### src/rtl/cdb_pkg.sv
// Shared CDB constants: bus geometry, the "value ready" label and station ids.
// Used by the arbiter, the pick logic and every station that snoops the bus.
package cdb_pkg;

   localparam int N_REQ   = 3;
   localparam int LABEL_W = 5;
   localparam int DATA_W  = 32;

   localparam logic [LABEL_W-1:0] LABEL_READY = '0;

   localparam logic [LABEL_W-1:0] LBL_LOAD0 = 5'd1;
   localparam logic [LABEL_W-1:0] LBL_LOAD1 = 5'd2;
   localparam logic [LABEL_W-1:0] LBL_ADD0  = 5'd3;
   localparam logic [LABEL_W-1:0] LBL_ADD1  = 5'd4;
   localparam logic [LABEL_W-1:0] LBL_ADD2  = 5'd5;
   localparam logic [LABEL_W-1:0] LBL_MUL0  = 5'd6;
   localparam logic [LABEL_W-1:0] LBL_MUL1  = 5'd7;

   function automatic int wrap_inc(input int g, input int n);
      return (g == n - 1) ? 0 : g + 1;
   endfunction

endpackage

### src/rtl/cdb_rr_pick.sv
// Round-robin pick: first set bit of elig at or after ptr, wrapping to 0.
// Purely combinational; returns one-hot grant, its index and a found flag.
module cdb_rr_pick #(
   parameter int N  = 3,
   parameter int PW = 2
) (
   input  logic [N-1:0]  elig,
   input  logic [PW-1:0] ptr,
   output logic [N-1:0]  grant,
   output logic [PW-1:0] idx,
   output logic          any
);

   int j;

   always_comb begin
      grant = '0;
      idx   = '0;
      any   = 1'b0;
      j     = 0;
      for (int k = 0; k < N; k++) begin
         j = int'(ptr) + k;
         if (j >= N)
            j = j - N;
         if (!any && elig[j]) begin
            any      = 1'b1;
            grant[j] = 1'b1;
            idx      = PW'(j);
         end
      end
   end

endmodule

### src/rtl/cdb_arbiter.sv
// Common Data Bus arbiter: one round-robin grant per cycle, registered broadcast.
// Define CDB_MEM_PRIORITY_EN to favour producer 0 with a 2-grant streak limit.
module cdb_arbiter #(
   parameter int N_REQ   = cdb_pkg::N_REQ,
   parameter int LABEL_W = cdb_pkg::LABEL_W,
   parameter int DATA_W  = cdb_pkg::DATA_W
) (
   input  logic                       clk,
   input  logic                       RST,
   input  logic [N_REQ-1:0]           req,
   input  logic [N_REQ*LABEL_W-1:0]   reqLabel,
   input  logic [N_REQ*DATA_W-1:0]    reqData,
   output logic [N_REQ-1:0]           ack,
   output logic                       BCEN,
   output logic [LABEL_W-1:0]         BClabel,
   output logic [DATA_W-1:0]          BCdata,
   output logic                       badLabel
);

   import cdb_pkg::*;

   localparam int PW = (N_REQ > 1) ? $clog2(N_REQ) : 1;

   logic [LABEL_W-1:0] lbl [N_REQ];
   logic [DATA_W-1:0]  dat [N_REQ];
   logic [N_REQ-1:0]   elig;
   logic [N_REQ-1:0]   pick_elig;
   logic [N_REQ-1:0]   rr_grant;
   logic [PW-1:0]      rr_idx;
   logic               rr_any;
   logic [N_REQ-1:0]   sel_grant;
   logic [PW-1:0]      sel_idx;
   logic               sel_any;
   logic               advance;
   logic               bad_seen;
   logic [PW-1:0]      ptr;

   always_comb begin
      for (int i = 0; i < N_REQ; i++) begin
         lbl[i]  = reqLabel[i*LABEL_W +: LABEL_W];
         dat[i]  = reqData[i*DATA_W +: DATA_W];
         elig[i] = req[i] && (lbl[i] != LABEL_W'(LABEL_READY));
      end
   end

   assign bad_seen = |(req & ~elig);

   cdb_rr_pick #(
      .N  (N_REQ),
      .PW (PW)
   ) u_pick (
      .elig  (pick_elig),
      .ptr   (ptr),
      .grant (rr_grant),
      .idx   (rr_idx),
      .any   (rr_any)
   );

`ifdef CDB_MEM_PRIORITY_EN
   logic [1:0] streak;
   logic       skip0;
   logic       mem_win;

   // Producer 0 yields one slot after two straight wins if anyone else waits.
   assign skip0     = (streak >= 2'd2) && (|elig[N_REQ-1:1]);
   assign mem_win   = elig[0] && !skip0;
   assign pick_elig = skip0 ? (elig & ~N_REQ'(1)) : elig;
   assign sel_grant = mem_win ? N_REQ'(1) : rr_grant;
   assign sel_idx   = mem_win ? '0 : rr_idx;
   assign sel_any   = mem_win | rr_any;
   assign advance   = rr_any && !mem_win;

   always_ff @(posedge clk) begin
      if (RST)
         streak <= '0;
      else if (mem_win)
         streak <= (streak >= 2'd2) ? 2'd2 : streak + 2'd1;
      else
         streak <= '0;
   end
`else
   assign pick_elig = elig;
   assign sel_grant = rr_grant;
   assign sel_idx   = rr_idx;
   assign sel_any   = rr_any;
   assign advance   = rr_any;
`endif

   assign ack = RST ? '0 : sel_grant;

   always_ff @(posedge clk) begin
      if (RST) begin
         BCEN     <= 1'b0;
         BClabel  <= '0;
         BCdata   <= '0;
         badLabel <= 1'b0;
         ptr      <= '0;
      end else begin
         BCEN <= sel_any;
         if (sel_any) begin
            BClabel <= lbl[sel_idx];
            BCdata  <= dat[sel_idx];
         end
         if (advance)
            ptr <= PW'(wrap_inc(int'(sel_idx), N_REQ));
         if (bad_seen)
            badLabel <= 1'b1;
      end
   end

endmodule

### config.mk
export PLATFORM = sky130hd
export DESIGN_NAME = cdb_arbiter
export DESIGN_NICKNAME = d
export VERILOG_FILES = /design/src/rtl/cdb_pkg.sv /design/src/rtl/cdb_rr_pick.sv /design/src/rtl/cdb_arbiter.sv
export SDC_FILE = /design/constraint.sdc
export NUM_CORES = 1
export LEC_CHECK = 0
export ABC_AREA = 1
export BUFFER_PORTS_ARGS = -buffer_cell sky130_fd_sc_hd__clkbuf_2
export CORE_UTILIZATION = 30
export CTS_CLUSTER_DIAMETER = 100
export DETAILED_ROUTE_END_ITERATION = 6
export SETUP_SLACK_MARGIN = 0.2
export SKIP_LAST_GASP = 1
export SLEW_MARGIN = 20
export SYNTH_ARGS = -nofsm -noshare
export SYNTH_HDL_FRONTEND = slang
export SYNTH_SLANG_ARGS = --single-unit
export TNS_END_PERCENT = 1
### constraint.sdc
create_clock -name clk -period 3.2 [get_ports clk]
set_clock_uncertainty 0.2 [all_clocks]
set_input_delay 0.48 -clock clk [delete_from_list [all_inputs] [get_ports clk]]
set_output_delay 0.48 -clock clk [all_outputs]
set_load 0.05 [all_outputs]
Yosys cells after proc, flatten, opt, wreduce, memory -nomap -nowiden
Index checks and enable logic that the tools add are counted.
- $add $sub $neg: 6
- order comparisons: 10
- equal/unequal tests: 1
- multiplexer cells: 35
- bitwise operators: 5
- reductions and logical operators: 14
- operators with widths (kind ; number):
    32-bit two-way mux ; 5
    32-bit by 1-bit >= comparator with 1-bit output (second input constant) ; 3
    32-bit by 4-bit < comparator with 1-bit output (second input constant) ; 3
    32-bit binary-select mux with 2-bit select ; 1
    32-bit by 3-bit >= comparator with 1-bit output (second input constant) ; 2
    32-bit by 3-bit subtractor with 32-bit output (second input constant) ; 2
    5-bit nonzero test ; 3
    1-bit two-way mux ; 12
    3-bit two-way mux ; 4
    5-bit binary-select mux with 2-bit select ; 1
    5-bit two-way mux ; 2
    1-bit logical AND ; 8
    2-bit two-way mux ; 4
    1-bit binary-select mux with 2-bit select ; 3
    1-bit demux with 2-bit select ; 3
    3-bit bitwise OR ; 2
    2-bit by 1-bit adder with 3-bit output (second input constant) ; 1
    2-bit by 2-bit adder with 3-bit output (second input constant) ; 1
    3-bit AND ; 1
    3-bit >= comparator (second input constant) ; 1
    2-bit NOT with 3-bit output ; 1
    3-bit NOT ; 1
    3-bit OR reduction ; 1
    2-bit by 2-bit subtractor with 3-bit output (second input constant) ; 1
    other kinds (4) ; 5
- flip-flop bits (word level): 41
- input port bits: 116
- word-level logic and storage cells: 76

Longest topological paths before layout
Gate-level depths: netlist of the first run.
- depth in word-level cells: 16
- gate-level depth with buffers: 16
- gate-level depth less buffers: 14

Hierarchy
A second synthesis of the first run with hierarchy kept.
- cells, all modules: 397
- area, all modules: 2471.1 µm²
- by module, submodules not included (module ; instances ; cells an instance ; area each (µm²)):
    cdb_arbiter ; 1 ; 336 ; 2150.8
    cdb_rr_pick ; 1 ; 61 ; 320.3

Worst setup path after synthesis of the first run
OpenSTA, ideal clock, no wires.
- path kind: register to output
- start point: register ptr[0]
- end point: output port ack[2]
- arrival: 2.257 ns
- slack: 0.263 ns
- cell stages (with the launch flop): 10
- path buffers: 2
- cells stage by stage: dfxtp_1 inv_1 ha_1 nand2_1 nor2_2 a21oi_2 nand4_2 buf_6 buf_4 a21oi_1
- word-level cells in the longest chain between the ends: 13
- elaborated cells between the ends (all ways): 47
- those cells by class: add/sub: 5; order compare: 9; mux: 24; bitwise: 2; reduce/logical: 7
- RTL lines (item ; RTL line ; text):
    start, declared ; cdb_arbiter.sv:36 ; logic [PW-1:0] ptr;
    start signal, assigned ; cdb_arbiter.sv:105 ; ptr <= PW'(wrap_inc(int'(sel_idx), N_REQ));
    parallel branches: the longest is 11 deep, another holds 32-bit by 3-bit subtractor with 32-bit output ; - ;
    3-bit two-way mux * ; cdb_rr_pick.sv:25 ; if (!any && elig[j]) begin
    3-bit two-way mux * ; cdb_arbiter.sv:89 ; assign ack = RST ? '0 : sel_grant;
    end, declared ; cdb_arbiter.sv:13 ; output logic [N_REQ-1:0] ack,
Mark *: on every way between the ends. The select of a mux whose other input is x is not followed.

Worst setup path after layout of the first run
- start point: register ptr[1]
- end point: output port ack[2]
Same word-level chain as after synthesis.

==> reports/summary.log, run 1 <==
INFO  run_status     status=finished clean
INFO  synth          synthesis.instances=451
INFO  synth          netlist-cell-type-count=26
INFO  timing         hold_ws=264ps
INFO  grt            track_usage=18.7%
INFO  power          seq_power_share=18.8%
INFO  synth          synth.top_cell.area_share=27.9%
INFO  timing         timing_hold_violations_final=0
INFO  timing         fin_crit_sh=89.2%
INFO  synth          synth.yosys.warnings=0
INFO  synth          yosys.area.top_type=sky130_fd_sc_hd__dfxtp_1
INFO  drt            post_drt_wl_per_cell=13.1um
INFO  synth          mappedNetlistArea=2950squm
INFO  timing         crit_path_setup_slack_layout=346ps
INFO  setup_path     required_time_reported_for_the_critical_path_endpoint=2520ps
INFO  drt            detail_route.iter0.violations=111
INFO  timing         rsz0062_at_grt=true
INFO  layout         final_layout_size_suffix_gt1_share=36.3%
INFO  setup_path     rr_endpoint=BCdata[2]$_SDFFE_PP0P_
INFO  power          worst_case_vdd_ir_drop=462uV
INFO  clocking       cts_hold_buf=0
INFO  grt            number_of_global_route_vias_before_repair=3334
INFO  layout         design.final.nets=712
INFO  min_path       min_path_type=in -> reg
INFO  synth          synth_seq_cells=41
INFO  layout         layout.cells.non_filler=722
INFO  drt            drt_first_pass_iters=5
INFO  job            cap_viol_max_count=0
INFO  timing         max_clock_freq=350MHz
INFO  placed_design  place_ws=572ps
INFO  drt            postRouteAntennaNets=0
INFO  placed_design  cells_after_dpl=714
INFO  clocking       clock_input_transition_at_the_sequential_cells_of_the_worst_setup_and_hold_paths=80ps
INFO  floorplanning  num_rows=35
INFO  synth          synthTopCellsByArea=sky130_fd_sc_hd__dfxtp_1 (28%), sky130_fd_sc_hd__a21oi_1 (13%), sky130_fd_sc_hd__nand3_1 (13%)
INFO  floorplanning  core_area=9370squm
INFO  setup_path     critPathArrivalTime=2170ps
INFO  layout         nFillCells=1042
INFO  grt            first_pass_grt_wire_length=15300um
INFO  power          comb_power_share=71.5%
INFO  min_path       timing.hold.worst_path_depth=2
INFO  clocking       clk_root_buffer_cell=sky130_fd_sc_hd__clkbuf_8
INFO  clocking       clkSinkCount=41
INFO  clocking       cts_made_buffers=5
INFO  layout         final_common_cell=sky130_fd_sc_hd__clkbuf_2
INFO  grt            grt_overflow=0
INFO  timing         max_slew.worst_pin.slew=736ps
INFO  power          p_int=1.89mW
INFO  timing         maxSlewViolCount=0
INFO  timing         timing.max_slew.rel_slack=50.9%
INFO  power          power_switching_share=57.7%
INFO  grt            grt_antenna_before_repair=0
INFO  synth          syn-num-nets=571
INFO  setup_path     worst-r2r-setup-slack=550ps
INFO  timing         totalNegativeSetupSlack=0ps
INFO  setup_path     worstSetupPathType=reg -> out
INFO  clocking       cts_post_setup_buffers_inserted=0
INFO  placed_design  gpl.final_weighted_congestion=0.953
INFO  floorplanning  floorplan.die.width=101um
INFO  power          static-leakage-power=2.19nW
INFO  power          design_power_total=4.48mW
INFO  setup_path     rr_startpoint=ptr[1]$_SDFFE_PP0P_
INFO  setup_path     path_max_fanout=5
INFO  placed_design  numPortBuffers=157
INFO  drt            drc=0
INFO  setup_path     setup.worst_path.start_class=register
INFO  setup_path     reg2reg_depth=15
INFO  timing         period_minus_slack=2850ps
INFO  power          switchingPower=2.59mW
INFO  synth          ys_seq_area_share=27.9%
INFO  power          clkPwrFrac=9.7%
INFO  timing         setup_viol=0
INFO  layout         most-common-layout-cells=sky130_fd_sc_hd__clkbuf_2 (155), sky130_fd_sc_hd__inv_1 (85), sky130_fd_sc_hd__a21oi_1 (77)
INFO  power          power.density=1160nW/um^2
INFO  layout         postLayoutCoreUtil=41.1%
INFO  clocking       cts-htree-levels=2
INFO  clocking       clock_path_buffers=2
INFO  min_path       hold-path-endpoint=BCEN$_SDFF_PP0_
INFO  layout         antenna_cells=0
INFO  floorplanning  floorplan.initialDensity=31.4%
INFO  grt            grt_start_max_net_pins=40
INFO  clocking       cts_tree=done
INFO  floorplanning  design.portCount=158
INFO  synth          synth.avg_cell_area=6.53squm
INFO  floorplanning  chipHeight=101um
INFO  floorplanning  fp.dieArea=10200squm
INFO  layout         area_delta_synth_final=30.8%
INFO  drt            routed_wirelength=9460um
INFO  min_path       timing.hold.worst.start=RST
INFO  layout         post-route-cell-area=3850squm
INFO  setup_path     end_kind=output port
INFO  placed_design  detailedPlacementHpwl=6820um
INFO  drt            drt-vias-per-instance=4.75
INFO  placed_design  placed_area=3730squm
INFO  clocking       worst_skew_pair.late_latency=290ps
INFO  drt            dr_total_vias=3432
## logic make-up after synthesis
| kind of cell | count (synthesis) | share of synthesized area, % |
|---|---|---|
| AOI/OAI and AO/OA | 123 | 21.2 |
| adders and majority gates | 4 | 1.70 |
| buffers and inverters | 121 | 19.7 |
| DFF | 41 | 27.9 |
| and+or+nand+nor | 162 | 29.5 |
## power groups by stage
stage	clock network, mW	registers [mW]	logic, mW
final	0.433	0.842	3.21
after CTS	0.448	0.844	3.23
after detailed placement	0	0.852	3.22
after global placement	0	0.850	3.18
after floorplan	0	1.50	2.00
after global routing	0.470	0.868	3.53
## how the worst max path moves through the flow
| stage | end | cells after the start | start | slack [ps] |
|---|---|---|---|---|
| 2_1_floorplan | ack[2] | 9 | ptr[0]$_SDFFE_PP0P_ | 260 |
| 3_3_place_gp | BCdata[31]$_SDFFE_PP0P_ | 13 | reqLabel[6] | 630 |
| 3_5_place_dp | BCdata[14]$_SDFFE_PP0P_ | 13 | reqLabel[6] | 570 |
| 4_1_cts | ack[2] | 12 | ptr[1]$_SDFFE_PP0P_ | 280 |
| 5_1_grt | ack[2] | 12 | ptr[1]$_SDFFE_PP0P_ | 200 |
| 6_report | ack[2] | 12 | ptr[1]$_SDFFE_PP0P_ | 350 |
## flip-flops by register name, summed over array words and instances, names as in the netlist
| name | count |
|---|---|
| BCEN | 1 |
| BCdata | 32 |
| BClabel | 5 |
| badLabel | 1 |
| ptr | 2 |
## synth_stat cells, drive strengths merged
library cell  instances
o21ai                43
o31a                  1
clkbuf                7
nand4                 5
nand3b                1
nor3                  2
ha                    4
nor2                 12
buf                  25
inv                  89
nand2                56
dfxtp                41
a21oi                78
o22ai                 1
nand3                86
## worst max-delay path, stage by stage (launching register included)
cell and delay [ps]:
sky130_fd_sc_hd__dfxtp_1 370, sky130_fd_sc_hd__inv_1 90, sky130_fd_sc_hd__ha_1 250, sky130_fd_sc_hd__inv_1 160, sky130_fd_sc_hd__nand2_1 90, sky130_fd_sc_hd__nor2_2 160, sky130_fd_sc_hd__inv_2 70, sky130_fd_sc_hd__nand2_4 110
sky130_fd_sc_hd__nand2_2 70, sky130_fd_sc_hd__nand2_2 70, sky130_fd_sc_hd__o21ai_0 80, sky130_fd_sc_hd__a21oi_1 150, sky130_fd_sc_hd__buf_4 220
## layer usage
metal | vias up | GRT usage (%) | wire [um]
li1 | 1749 | - | -
met1 | 1500 | 22.9 | 3990
met2 | 169 | 32.8 | 4470
met3 | 14 | 3.74 | 869
met4 | 0 | 6.13 | 129
met5 | - | 0 | 0
## final cells by class
type | count | area, sq um | share of cell area [%]
Clock inverter | 1 | 30.0 | 0.779
Timing Repair Buffer | 166 | 871 | 22.6
Inverter | 89 | 334 | 8.67
Clock buffer | 7 | 86.3 | 2.24
Tap cell | 129 | 161 | 4.19
Sequential cell | 41 | 821 | 21.3
Multi-Input combinational cell | 289 | 1550 | 40.2
## repair_timing
item | 4_1_cts | 5_1_grt
setup endpoints to repair | 0 | 3
resized for setup | 0 | 6
hold endpoints to repair | 0 | 0
Power figures use the tool's default switching activity.
==> run 2, diff against run 1 <==
- CORE_ASPECT_RATIO: not set -> 1.4
==> run 2 against run 1 <==
  * First-iteration DRC count up 47%
  * Critical path depth fell by 2
  * Setup slack improved by 15 ps
  * Critical endpoint is now ack[1]
  * Power increased by 4.6%
  * Count of clock-buffer cells in the layout fell by 2
  * Non-clock buffer count unchanged
==> reports/summary.log, run 2 (synthesis gave the netlist of run 1 again) <==
INFO  drt            drc=0
INFO  setup_path     end_kind=output port
INFO  layout         top_register=BCdata
INFO  min_path       hold-path-endpoint=BCEN$_SDFF_PP0_
INFO  timing         timing_hold_violations_final=0
INFO  min_path       timing.hold.worst_path_depth=2
INFO  clocking       clk_root_buffer_cell=sky130_fd_sc_hd__clkbuf_16
INFO  grt            grt_start_max_net_pins=41
INFO  clocking       clock_path_buffers=2
INFO  timing         max_slew.worst_pin.slew=636ps
INFO  min_path       min_path_type=in -> reg
INFO  setup_path     reg2reg_depth=12
INFO  setup_path     worst-r2r-setup-slack=530ps
INFO  layout         final_common_cell=sky130_fd_sc_hd__clkbuf_2
INFO  drt            dr_total_vias=3523
INFO  grt            grt_overflow=0
INFO  setup_path     setup.worst_path.start_class=register
INFO  drt            drt-vias-per-instance=4.86
INFO  power          power.density=1190nW/um^2
INFO  timing         period_minus_slack=2840ps
INFO  placed_design  numPortBuffers=157
INFO  timing         rsz0062_at_grt=false
INFO  floorplanning  num_rows=42
INFO  layout         post-route-cell-area=3950squm
INFO  floorplanning  core_area=9510squm
INFO  layout         postLayoutCoreUtil=41.5%
INFO  floorplanning  floorplan.initialDensity=31.0%
INFO  timing         maxSlewViolCount=0
INFO  clocking       cts-htree-levels=2
INFO  drt            drt_first_pass_iters=4
INFO  min_path       timing.hold.worst.start=RST
INFO  setup_path     rr_startpoint=ptr[0]$_SDFFE_PP0P_
INFO  timing         timing.max_slew.rel_slack=57.6%
INFO  placed_design  place_ws=454ps
INFO  power          worst_case_vdd_ir_drop=711uV
INFO  setup_path     rr_endpoint=BCdata[9]$_SDFFE_PP0P_
INFO  clocking       post_cts.resized_instances=0
INFO  drt            postRouteAntennaNets=0
INFO  layout         antenna_cells=0
INFO  clocking       cts_post_setup_buffers_inserted=0
INFO  floorplanning  design.portCount=158
INFO  timing         totalNegativeSetupSlack=0ps
INFO  timing         max_clock_freq=352MHz
INFO  drt            routed_wirelength=9420um
INFO  timing         fin_crit_sh=88.7%
INFO  setup_path     path_max_fanout=4
INFO  drt            post_drt_wl_per_cell=13.0um
INFO  clocking       cts_hold_buf=0
INFO  setup_path     worstSetupPathType=reg -> out
INFO  setup_path     required_time_reported_for_the_critical_path_endpoint=2520ps
INFO  placed_design  gpl.final_weighted_congestion=0.931
INFO  clocking       cts_tree=done
INFO  layout         largest_register_ffs=32
INFO  timing         crit_path_setup_slack_layout=361ps
INFO  drt            detail_route.iter0.violations=163
INFO  clocking       cts_made_buffers=5
INFO  floorplanning  floorplan.die.width=85.8um
INFO  clocking       clock_input_transition_at_the_sequential_cells_of_the_worst_setup_and_hold_paths=60ps
INFO  power          design_power_total=4.69mW
INFO  timing         setup_viol=0
INFO  job            cap_viol_max_count=0
INFO  grt            track_usage=18.6%
INFO  power          static-leakage-power=2.23nW
INFO  floorplanning  fp.dieArea=10200squm
INFO  layout         area_delta_synth_final=33.9%
INFO  placed_design  placed_area=3750squm
INFO  grt            grt_antenna_before_repair=0
INFO  floorplanning  chipHeight=119um
INFO  grt            number_of_global_route_vias_before_repair=3425
INFO  layout         most-common-layout-cells=sky130_fd_sc_hd__clkbuf_2 (155), sky130_fd_sc_hd__inv_1 (85), sky130_fd_sc_hd__a21oi_1 (76)
INFO  run_status     status=finished clean
INFO  setup_path     critPathArrivalTime=2160ps
INFO  grt            first_pass_grt_wire_length=15500um
INFO  layout         final_layout_size_suffix_gt1_share=36.6%
INFO  layout         top_flop_regs=BCdata: 32 flops, BClabel: 5 flops, ptr: 2 flops
INFO  clocking       worst_skew_pair.late_latency=280ps
INFO  clocking       clkSinkCount=41
INFO  layout         design.final.nets=712
INFO  placed_design  detailedPlacementHpwl=6850um
run 2: final cells by class:
type	count	area, sq um
fill	1031	5570
multi-input combinational	289	1550
timing repair buffer	166	881
sequential	41	821
inverter	89	334
tap	132	165
clock buffer	5	125
clock inverter	3	65.1
run 2: metrics by stage:
step,hold WS [ps],cells
global route,261,725
finish,246,725
CTS,233,725
detailed placement,295,717
floorplan,350,451
global placement,281,717
run 2: where the power goes:
group / internal [mW] / switching, mW
clock network: 0.446 / 0.204
logic: 0.916 / 2.28
registers: 0.732 / 0.105
total: 2.09 / 2.59
run 2: critical path, cell delays in order, from the launching register on:
cell and delay (ps):
sky130_fd_sc_hd__dfxtp_1 380, sky130_fd_sc_hd__inv_1 80, sky130_fd_sc_hd__ha_1 350, sky130_fd_sc_hd__inv_1 160, sky130_fd_sc_hd__nand3_1 100, sky130_fd_sc_hd__nand2_1 150
sky130_fd_sc_hd__nand3_1 100, sky130_fd_sc_hd__inv_1 80, sky130_fd_sc_hd__nand2_1 50, sky130_fd_sc_hd__a21oi_1 160, sky130_fd_sc_hd__buf_2 290
run 2: how the worst max path moves through the flow:
stage,startpoint,to
global placement,reqLabel[12],BCdata[9]$_SDFFE_PP0P_
global route,ptr[0]$_SDFFE_PP0P_,ack[2]
finish,ptr[0]$_SDFFE_PP0P_,ack[1]
floorplan,ptr[0]$_SDFFE_PP0P_,ack[2]
CTS,ptr[1]$_SDFFE_PP0P_,ack[2]
detailed placement,reqLabel[12],BCdata[9]$_SDFFE_PP0P_
run 2: layer usage:
layer / wire, um / up-vias / share of wire (%) / global-route usage (%)
met5: 0 / - / 0 / 0
met4: 96 / 0 / 1.0 / 3.96
met3: 614 / 8 / 6.5 / 3.40
met2: 4700 / 142 / 50 / 33.7
met1: 4010 / 1627 / 43 / 22.5
li1: - / 1746 / - / -
==> run 3, diff against run 2 <==
- CORE_ASPECT_RATIO: 1.4 -> 0.7
==> run 3 against run 2 <==
  * Sequential power increased by 0.6%
  * Final cell count is 1.1% lower
  * Largest power group unchanged
  * Wire length up 4.7%
  * Clock power shrank 21%
  * Hold slack better by 29 ps
  * Setup slack got worse by 44 ps
  * Critical path type unchanged
  * Non-clock buffer count grew 1
  * Power shrank 2.1%
  * Critical path depth up 2
  * Sequential cell count is the same
  * First-iteration DRC count rose by 12%
==> reports/summary.log, run 3 (synthesis gave the netlist of run 1 again) <==
INFO  timing         max_clock_freq=347MHz
INFO  clocking       worst_skew_pair.late_latency=280ps
INFO  timing         maxSlewViolCount=0
INFO  power          static-leakage-power=2.21nW
INFO  layout         area_delta_synth_final=31.6%
INFO  floorplanning  design.portCount=158
INFO  timing         max_slew.worst_pin.slew=666ps
INFO  floorplanning  core_area=9290squm
INFO  layout         final_common_cell=sky130_fd_sc_hd__clkbuf_2
INFO  power          power.density=1180nW/um^2
INFO  layout         post-route-cell-area=3880squm
INFO  placed_design  gpl.final_weighted_congestion=0.906
INFO  run_status     status=finished clean
INFO  placed_design  placed_area=3730squm
INFO  floorplanning  floorplan.die.width=120um
INFO  clocking       cts_post_setup_buffers_inserted=0
INFO  layout         top_flop_regs=BCdata: 32 flops, BClabel: 5 flops, ptr: 2 flops
INFO  grt            first_pass_grt_wire_length=15700um
INFO  layout         most-common-layout-cells=sky130_fd_sc_hd__clkbuf_2 (156), sky130_fd_sc_hd__inv_1 (86), sky130_fd_sc_hd__a21oi_1 (77)
INFO  setup_path     rr_startpoint=ptr[1]$_SDFFE_PP0P_
INFO  setup_path     crit_family=buffers and inverters
INFO  setup_path     required_time_reported_for_the_critical_path_endpoint=2520ps
INFO  timing         setup_viol=0
INFO  layout         antenna_cells=0
INFO  setup_path     crit_path_top_delay_cell=sky130_fd_sc_hd__dfxtp_1
INFO  clocking       clock_input_transition_at_the_sequential_cells_of_the_worst_setup_and_hold_paths=60ps
INFO  clocking       cts-htree-levels=2
INFO  timing         fin_crit_sh=90.1%
INFO  setup_path     setup.worst_path.start_class=register
INFO  timing         timing.max_slew.rel_slack=55.6%
INFO  layout         design.final.nets=713
INFO  floorplanning  num_rows=29
INFO  placed_design  detailedPlacementHpwl=7090um
INFO  clocking       cts_made_buffers=5
INFO  setup_path     worst_setup_path_startpoint=ptr[1]$_SDFFE_PP0P_
INFO  timing         rsz0062_at_grt=true
INFO  timing         period_minus_slack=2880ps
INFO  setup_path     critical_path.n_buffers_inverters=4
INFO  drt            drt_first_pass_iters=4
INFO  setup_path     cp_cell_sequence=inv_1 > ha_1 > inv_1 > nand2_1 > nor2_2 > inv_2 > nand2_4 > nand2_2 > nand2_2 > o21ai_0 > a21oi_1 > buf_4
INFO  clocking       cts_tree=done
INFO  floorplanning  floorplan.initialDensity=31.7%
INFO  layout         largest_register_ffs=32
INFO  clocking       clkSinkCount=41
INFO  placed_design  cells_after_dpl=710
INFO  drt            detail_route.iter0.violations=182
INFO  layout         final_layout_size_suffix_gt1_share=36.1%
INFO  setup_path     worstSetupPathType=reg -> out
INFO  clocking       clk_root_buffer_cell=sky130_fd_sc_hd__clkbuf_16
INFO  layout         postLayoutCoreUtil=41.8%
INFO  layout         layout.cells.non_filler=717
INFO  drt            drt-vias-per-instance=4.91
INFO  setup_path     path_max_fanout=5
INFO  setup_path     critPathArrivalTime=2200ps
INFO  min_path       min_path_type=in -> reg
INFO  setup_path     end_kind=output port
INFO  drt            routed_wirelength=9860um
INFO  drt            post_drt_wl_per_cell=13.7um
INFO  layout         nFillCells=995
INFO  placed_design  numPortBuffers=157
INFO  floorplanning  fp.dieArea=10200squm
INFO  grt            grt_antenna_before_repair=0
INFO  layout         top_register=BCdata
INFO  grt            track_usage=19.0%
INFO  placed_design  place_ws=434ps
INFO  setup_path     largest_stage_delay_on_the_critical_path=350ps
INFO  power          worst_case_vdd_ir_drop=529uV
INFO  clocking       clock_path_buffers=2
INFO  drt            drc=0
INFO  floorplanning  chipHeight=84.9um
INFO  timing         timing_hold_violations_final=0
INFO  timing         crit_path_setup_slack_layout=317ps
INFO  drt            postRouteAntennaNets=0
INFO  grt            grt_start_max_net_pins=40
INFO  job            cap_viol_max_count=0
INFO  min_path       timing.hold.worst.start=RST
INFO  grt            grt_overflow=0
INFO  drt            dr_total_vias=3517
INFO  timing         totalNegativeSetupSlack=0ps
INFO  grt            number_of_global_route_vias_before_repair=3306
## run 3: cell count changes in the layout (fill, tap and decap cells not counted), sizes merged
| cell | delta |
|---|---|
| bufinv | -2 |
| clkbuf | +3 |
| clkinv | -1 |
## run 3: final timing paths
kind,endpoint,slack (ps),cells after the start
worst min register to register,badLabel$_SDFFE_PP0P_,300,1
worst max register to register,BCdata[31]$_SDFFE_PP0P_,420,12
worst max-delay path,ack[2],320,12
worst min-delay path,BCEN$_SDFF_PP0_,270,2
## run 3: area by class of cell
class,count,area (sq um),share of cell area (%)
well taps,124,155,4.00
multi-input cells,289,1550,40.0
inverters,89,334,8.61
flip-flops and latches,41,821,21.2
clock buffers,7,143,3.68
repair buffers,167,876,22.6
## run 3: repair_timing
item,in CTS,in global routing
gates resized for setup,0,3
hold buffers,0,0
hold endpoints to repair,0,0
setup endpoints to repair,0,3
## run 3: power by group
group / total (mW) / leakage (nW) / internal (mW) / switching, mW
logic: 3.23 / 1.80 / 0.911 / 2.32
registers: 0.842 / 0.341 / 0.732 / 0.110
clock network: 0.515 / 0.0700 / 0.307 / 0.208
## run 3: metrics by stage
stage / hold WS (ps) / total power [mW]
3_5_place_dp: 277 / 4.07
3_3_place_gp: 274 / 4.05
4_1_cts: 271 / 4.60
5_1_grt: 292 / 4.92
6_report: 275 / 4.59
2_1_floorplan: 350 / 3.50
## run 3: metal layers
layer	routed length, um	global-route usage (%)
met1	4430	25.7
met2	4200	29.5
met3	1150	5.31
met4	78	5.16
met5	0	0
